File: config.mk
export PLATFORM = sky130hd
export DESIGN_NAME = fifo_sync_flat
export DESIGN_NICKNAME = d
export VERILOG_FILES = /design/src/rtl/fifo_sync_if.sv /design/src/rtl/fifo_sync.sv /design/src/flat_wrapper.sv
export SDC_FILE = /design/constraint.sdc
export NUM_CORES = 1
export LEC_CHECK = 0
export CAP_MARGIN = 20
export CORE_ASPECT_RATIO = 0.8
export CORE_UTILIZATION = 55
export CTS_CLUSTER_DIAMETER = 150
export DETAILED_ROUTE_END_ITERATION = 10
export PLACE_DENSITY = 0.84
export SYNTH_ARGS = -nofsm -noshare
export SYNTH_HDL_FRONTEND = slang
export SYNTH_SLANG_ARGS = --single-unit
File: constraint.sdc
create_clock -name clk -period 2.67 [get_ports clk]
set_input_delay 0.534 -clock clk [delete_from_list [all_inputs] [get_ports clk]]
set_output_delay 0.534 -clock clk [all_outputs]
set_load 0.02 [all_outputs]
File: src/rtl/fifo_sync_if.sv
// fifo_sync_if: handshake/status bundle between a producer/consumer and fifo_sync.
//   data_in, push, pop      : driven by the master (producer/consumer side)
//   data_out, valid         : registered read data and its one-cycle qualifier
//   count                   : occupancy 0..DEPTH
//   full, empty             : occupancy decodes
//   almost_full/almost_empty: threshold decodes of occupancy
//   overflow, underflow     : sticky error flags
interface fifo_sync_if #(
    parameter int WIDTH = 4,
    parameter int DEPTH = 4
);
    localparam int CW = $clog2(DEPTH + 1);

    logic [WIDTH-1:0] data_in;
    logic             push;
    logic             pop;
    logic [WIDTH-1:0] data_out;
    logic             valid;
    logic [CW-1:0]    count;
    logic             full;
    logic             empty;
    logic             almost_full;
    logic             almost_empty;
    logic             overflow;
    logic             underflow;

    modport master (
        output data_in, push, pop,
        input  data_out, valid, count, full, empty,
               almost_full, almost_empty, overflow, underflow
    );

    modport slave (
        input  data_in, push, pop,
        output data_out, valid, count, full, empty,
               almost_full, almost_empty, overflow, underflow
    );
endinterface

File: src/rtl/fifo_sync.sv
// fifo_sync: parametrised single-clock FIFO with registered read data.
//   clk  : rising-edge clock for all state
//   rst  : synchronous active-high reset (clears pointers, count, read
//          register and error flags; storage array is left as-is)
//   bus  : fifo_sync_if slave port carrying data_in/push/pop in and
//          data_out/valid/count/status/error flags out
// The bus interface must be instantiated with the same WIDTH/DEPTH.
module fifo_sync #(
    parameter int WIDTH    = 4,
    parameter int DEPTH    = 4,
    parameter int AF_LEVEL = DEPTH - 1,
    parameter int AE_LEVEL = 1
) (
    input logic         clk,
    input logic         rst,
    fifo_sync_if.slave  bus
);
    localparam int AW = $clog2(DEPTH);
    localparam int CW = $clog2(DEPTH + 1);

    logic [WIDTH-1:0] mem [DEPTH];
    logic [AW-1:0]    wr_ptr;
    logic [AW-1:0]    rd_ptr;
    logic [CW-1:0]    count_q;
    logic [WIDTH-1:0] data_q;
    logic             valid_q;
    logic             overflow_q;
    logic             underflow_q;

    logic             full_c;
    logic             empty_c;
    logic             pop_ok;
    logic             push_ok;

    assign full_c  = (count_q == CW'(DEPTH));
    assign empty_c = (count_q == '0);

    // A pop frees a slot in the same edge, so a full FIFO can still take a
    // push when it is popped. An empty FIFO never returns the incoming word.
    assign pop_ok  = bus.pop & ~empty_c;
    assign push_ok = bus.push & (~full_c | pop_ok);

    // Storage has no reset; stale words are unreachable once pointers clear.
    always_ff @(posedge clk) begin
        if (push_ok && !rst) begin
            mem[wr_ptr] <= bus.data_in;
        end
    end

    always_ff @(posedge clk) begin
        if (rst) begin
            wr_ptr      <= '0;
            rd_ptr      <= '0;
            count_q     <= '0;
            data_q      <= '0;
            valid_q     <= 1'b0;
            overflow_q  <= 1'b0;
            underflow_q <= 1'b0;
        end else begin
            valid_q <= pop_ok;
            if (push_ok) begin
                wr_ptr <= wr_ptr + AW'(1);
            end
            if (pop_ok) begin
                data_q <= mem[rd_ptr];
                rd_ptr <= rd_ptr + AW'(1);
            end
            case ({push_ok, pop_ok})
                2'b10:   count_q <= count_q + CW'(1);
                2'b01:   count_q <= count_q - CW'(1);
                default: count_q <= count_q;
            endcase
            if (bus.push && !push_ok) begin
                overflow_q <= 1'b1;
            end
            if (bus.pop && !pop_ok) begin
                underflow_q <= 1'b1;
            end
        end
    end

    assign bus.data_out     = data_q;
    assign bus.valid        = valid_q;
    assign bus.count        = count_q;
    assign bus.full         = full_c;
    assign bus.empty        = empty_c;
    assign bus.almost_full  = (count_q >= CW'(AF_LEVEL));
    assign bus.almost_empty = (count_q <= CW'(AE_LEVEL));
    assign bus.overflow     = overflow_q;
    assign bus.underflow    = underflow_q;
endmodule

File: src/flat_wrapper.sv
// flat-port wrapper written by rule: the top's interface ports become plain ports
module fifo_sync_flat 
#(
    parameter int WIDTH    = 4,
    parameter int DEPTH    = 4,
    parameter int AF_LEVEL = DEPTH - 1,
    parameter int AE_LEVEL = 1
)
  (clk, rst, bus_data_in, bus_push, bus_pop, bus_data_out, bus_valid, bus_count, bus_full, bus_empty, bus_almost_full, bus_almost_empty, bus_overflow, bus_underflow);
  fifo_sync_if #(.WIDTH(WIDTH), .DEPTH(DEPTH)) bus_i ();
  input logic clk;
  input logic rst;
  input wire logic [$bits(bus_i.data_in)-1:0] bus_data_in;
  input wire logic [$bits(bus_i.push)-1:0] bus_push;
  input wire logic [$bits(bus_i.pop)-1:0] bus_pop;
  output wire logic [$bits(bus_i.data_out)-1:0] bus_data_out;
  output wire logic [$bits(bus_i.valid)-1:0] bus_valid;
  output wire logic [$bits(bus_i.count)-1:0] bus_count;
  output wire logic [$bits(bus_i.full)-1:0] bus_full;
  output wire logic [$bits(bus_i.empty)-1:0] bus_empty;
  output wire logic [$bits(bus_i.almost_full)-1:0] bus_almost_full;
  output wire logic [$bits(bus_i.almost_empty)-1:0] bus_almost_empty;
  output wire logic [$bits(bus_i.overflow)-1:0] bus_overflow;
  output wire logic [$bits(bus_i.underflow)-1:0] bus_underflow;
  assign bus_i.data_in = bus_data_in;
  assign bus_i.push = bus_push;
  assign bus_i.pop = bus_pop;
  assign bus_data_out = bus_i.data_out;
  assign bus_valid = bus_i.valid;
  assign bus_count = bus_i.count;
  assign bus_full = bus_i.full;
  assign bus_empty = bus_i.empty;
  assign bus_almost_full = bus_i.almost_full;
  assign bus_almost_empty = bus_i.almost_empty;
  assign bus_overflow = bus_i.overflow;
  assign bus_underflow = bus_i.underflow;
  fifo_sync #(.WIDTH(WIDTH), .DEPTH(DEPTH), .AF_LEVEL(AF_LEVEL), .AE_LEVEL(AE_LEVEL)) u_core (.clk(clk), .rst(rst), .bus(bus_i));
endmodule
==> out/metrics.cfg <==
[floorplanning]
chipHeight_microns=47.8
core_area_sq_um=2460
ios=22
initial_utilization_pct=58.5
fp-row-count=16
die_x_microns=59.2
dieArea_sq_um=2830

[detailed_routing]
final_antenna_net_count=0
vias=1024
via_per_inst=5.57
drc=0
drtIter0Drc=33
first_pass_iters=5
wl_per_cell_microns=15.2
wl_mm=2.80

[yosys]
syn_avg_cell_area_sq_um=11.6
yosysUniqueCellTypes=33
synth_ff_type=edfxtp_1
netlist_area_sq_um=1440
ys_seq_area_share_pct=52.8
ys_async_sr_fraction_pct=0
synthCells=124
synth_edf_count=16
syn_nets=141
yosysWarnings=0
synth_seq_cells=30

[critical_path]
cp_data_required_time_ns=2.14
cp-start-kind=register
critPathMaxFanout=12
crit_path_end_kind=primary output
r2r_cells=5
arrival_ns=1.97
critPathKind=register to primary output
r2r_start=u_core.bus.count[1]
r2r-end=u_core.mem[0][0]
r2r_slack_ns=0.71

[pwr]
p_leak_uw=0.000618
swShare_pct=38.9
p_int_uw=1080
ir_worst_vdd_mv=0.604
power.net_switching_uw=691
power.share.clock_pct=13.7
seq_power_share_pct=35.9
total_power_uw=1780
combPwrFrac_pct=50.4
power_density_nw_per_um2=1030

[global_routing]
antenna_found_initial=0
grt_pass1_vias=916
grt_pass1_wl_mm=4.40
grt-ovfl-total=0
grt_max_degree=17
grt_use_total_pct=22.6

[cells_and_area]
fillCellCount=194
drive_gt1_share_pct=12.2
n_antenna_cell=0
area_growth_pct=19.8
layout.nets=164

[cts]
numCtsBuffers=5
cts_setup_buffers=0
h-tree-depth=2
hold_buffers=0
clk_pin_slew_ns=0.09
clockBufferDepth=2
cts_sinks=30
clk_latency_ns=0.31
cts-root-buf=clkbuf_4
cts_tree=built

[run_status]
outcome=complete, no violations

[timing]
fin_skew_ns=0.00837
slew_violations=0
fin_tns_setup_ns=0
rsz0062_at_grt=false
max_slew_margin_pct=77.5
worst_slew_pin_slew_ns=0.337
clock.fmax_ghz=0.399
setup-violations-final=0
fin_crit_sh_pct=93.9
hold_viol=0
finalCriticalPeriod_ns=2.51

[job]
cap_violations=0

[hold_path]
worstHoldEndpoint=u_core.bus.overflow
hold_class=register to register
hold_depth=2
hold_start=u_core.bus.overflow

[placement]
place_hpwl_mm=2.10
place.gp.congestion=0.794
port-buffer-count=21

synthesized netlist by cell type, types with 2 or more instances:
| master | n | area share (%) |
|---|---|---|
| a21oi_1 | 11 | 3.8 |
| and2_1 | 6 | 2.6 |
| buf_2 | 2 | 0.69 |
| buf_4 | 4 | 2.1 |
| dfxtp_1 | 14 | 19 |
| edfxtp_1 | 16 | 33 |
| ha_1 | 9 | 7.8 |
| inv_1 | 8 | 2.1 |
| mux2i_1 | 2 | 1.4 |
| mux4_2 | 4 | 6.3 |
| nand3_1 | 7 | 2.4 |
| nor2_1 | 8 | 2.1 |
| nor2b_1 | 2 | 0.87 |
| nor3_1 | 3 | 1.0 |
| o21ai_0 | 10 | 3.5 |
layer usage:
metal / vias up / track usage (%) / wire (microns)
met5: - / 0 / 0
met4: 0 / 7.14 / 0
met3: 0 / 5.68 / 137
met2: 35 / 36.2 / 1410
met1: 498 / 30.8 / 1250
li1: 491 / - / -
worst max-delay path, stage by stage (launching register included):
cell	delay (ns)
dfxtp_1	0.36
inv_1	0.19
ha_4	0.24
nand2b_4	0.09
inv_2	0.15
clkdlybuf4s50_1	0.63
stage by stage:
step                hold slack, ns  setup slack, ns  utilization, %  cells  area, sq um
floorplan                    0.484            0.752               -    124         1440
global placement             0.450            0.406            67.6    176         1660
detailed placement           0.458            0.332            67.6    176         1660
CTS                          0.480           0.0860            69.7    184         1720
global route                 0.516           0.0338            70.1    184         1730
finish                       0.484            0.163            70.1    184         1730
sequential cells by signal, indices dropped and copies added (netlist names):
register,cells
u_core.wr_ptr,2
u_core.mem,16
u_core.bus.valid,1
u_core.bus.underflow,1
u_core.bus.overflow,1
u_core.rd_ptr,2
u_core.bus.count,3
u_core.bus.data_out,4
power groups by stage:
stage / Combinational, uW / Clock [uW] / Sequential (uW)
after floorplan: 555 / 0 / 673
after global placement: 813 / 0 / 642
after detailed placement: 845 / 0 / 651
after CTS: 859 / 245 / 640
after global routing: 972 / 269 / 652
final: 895 / 243 / 637
area by class of cell:
| cell class | count | area (sq um) | area share [%] |
|---|---|---|---|
| sequential | 30 | 761 | 44.1 |
| multi-input combinational | 77 | 604 | 35.0 |
| timing repair buffer | 24 | 233 | 13.5 |
| tap | 36 | 45.0 | 2.61 |
| clock buffer | 6 | 41.3 | 2.39 |
| inverter | 9 | 33.8 | 1.96 |
| clock inverter | 2 | 8.76 | 0.507 |
cell usage in the layout, fill, tap and decap left out, drive strengths merged:
master and count:
a2111oi 1, a211oi 1, a21oi 11, a221o 1, a221oi 1, a31oi 1, and2 6, and3b 1
buf 3, clkbuf 6, clkdlybuf4s50 21, clkinv 2, dfxtp 14, edfxtp 16, ha 9, inv 9
mux2 1, mux2i 2, mux4 4, nand2 1, nand2b 1, nand3 7, nand3b 1, nor2 8
nor2b 2, nor3 3, nor4bb 1, o211ai 1, o21ai 10, o31ai 1, or4 1, xnor2 1
logic make-up (layout without fill, tap and decap cells):
| family | after synthesis | after routing | synth area share (%) |
|---|---|---|---|
| adder cells (fa/ha/maj) | 9 | 9 | 7.81 |
| AND/OR/NAND/NOR | 32 | 32 | 12.6 |
| AO/OA/AOI/OAI | 28 | 28 | 11.6 |
| XOR/XNOR | 1 | 1 | 0.608 |
| multiplexers | 7 | 7 | 8.42 |
| flip-flops | 30 | 30 | 52.8 |
| buffers and inverters | 17 | 41 | 6.16 |
worst max-delay path by stage:
stage                   startpoint          endpoint  slack, ns  cells after the start
2_1_floorplan  u_core.bus.count[0]  u_core.mem[0][0]       0.75                      6
3_3_place_gp   u_core.bus.count[1]         bus_empty       0.41                      5
3_5_place_dp   u_core.bus.count[1]         bus_empty       0.33                      5
4_1_cts        u_core.bus.count[1]         bus_empty       0.09                      5
5_1_grt        u_core.bus.count[1]         bus_empty       0.03                      5
6_report       u_core.bus.count[1]         bus_empty       0.16                      5
what timing repair did:
action | in CTS | in global routing
endpoints found under the setup margin | 1 | 1
cloned | 0 | 0
gates resized for setup | 1 | 1
(Power assumes the default switching activity.)
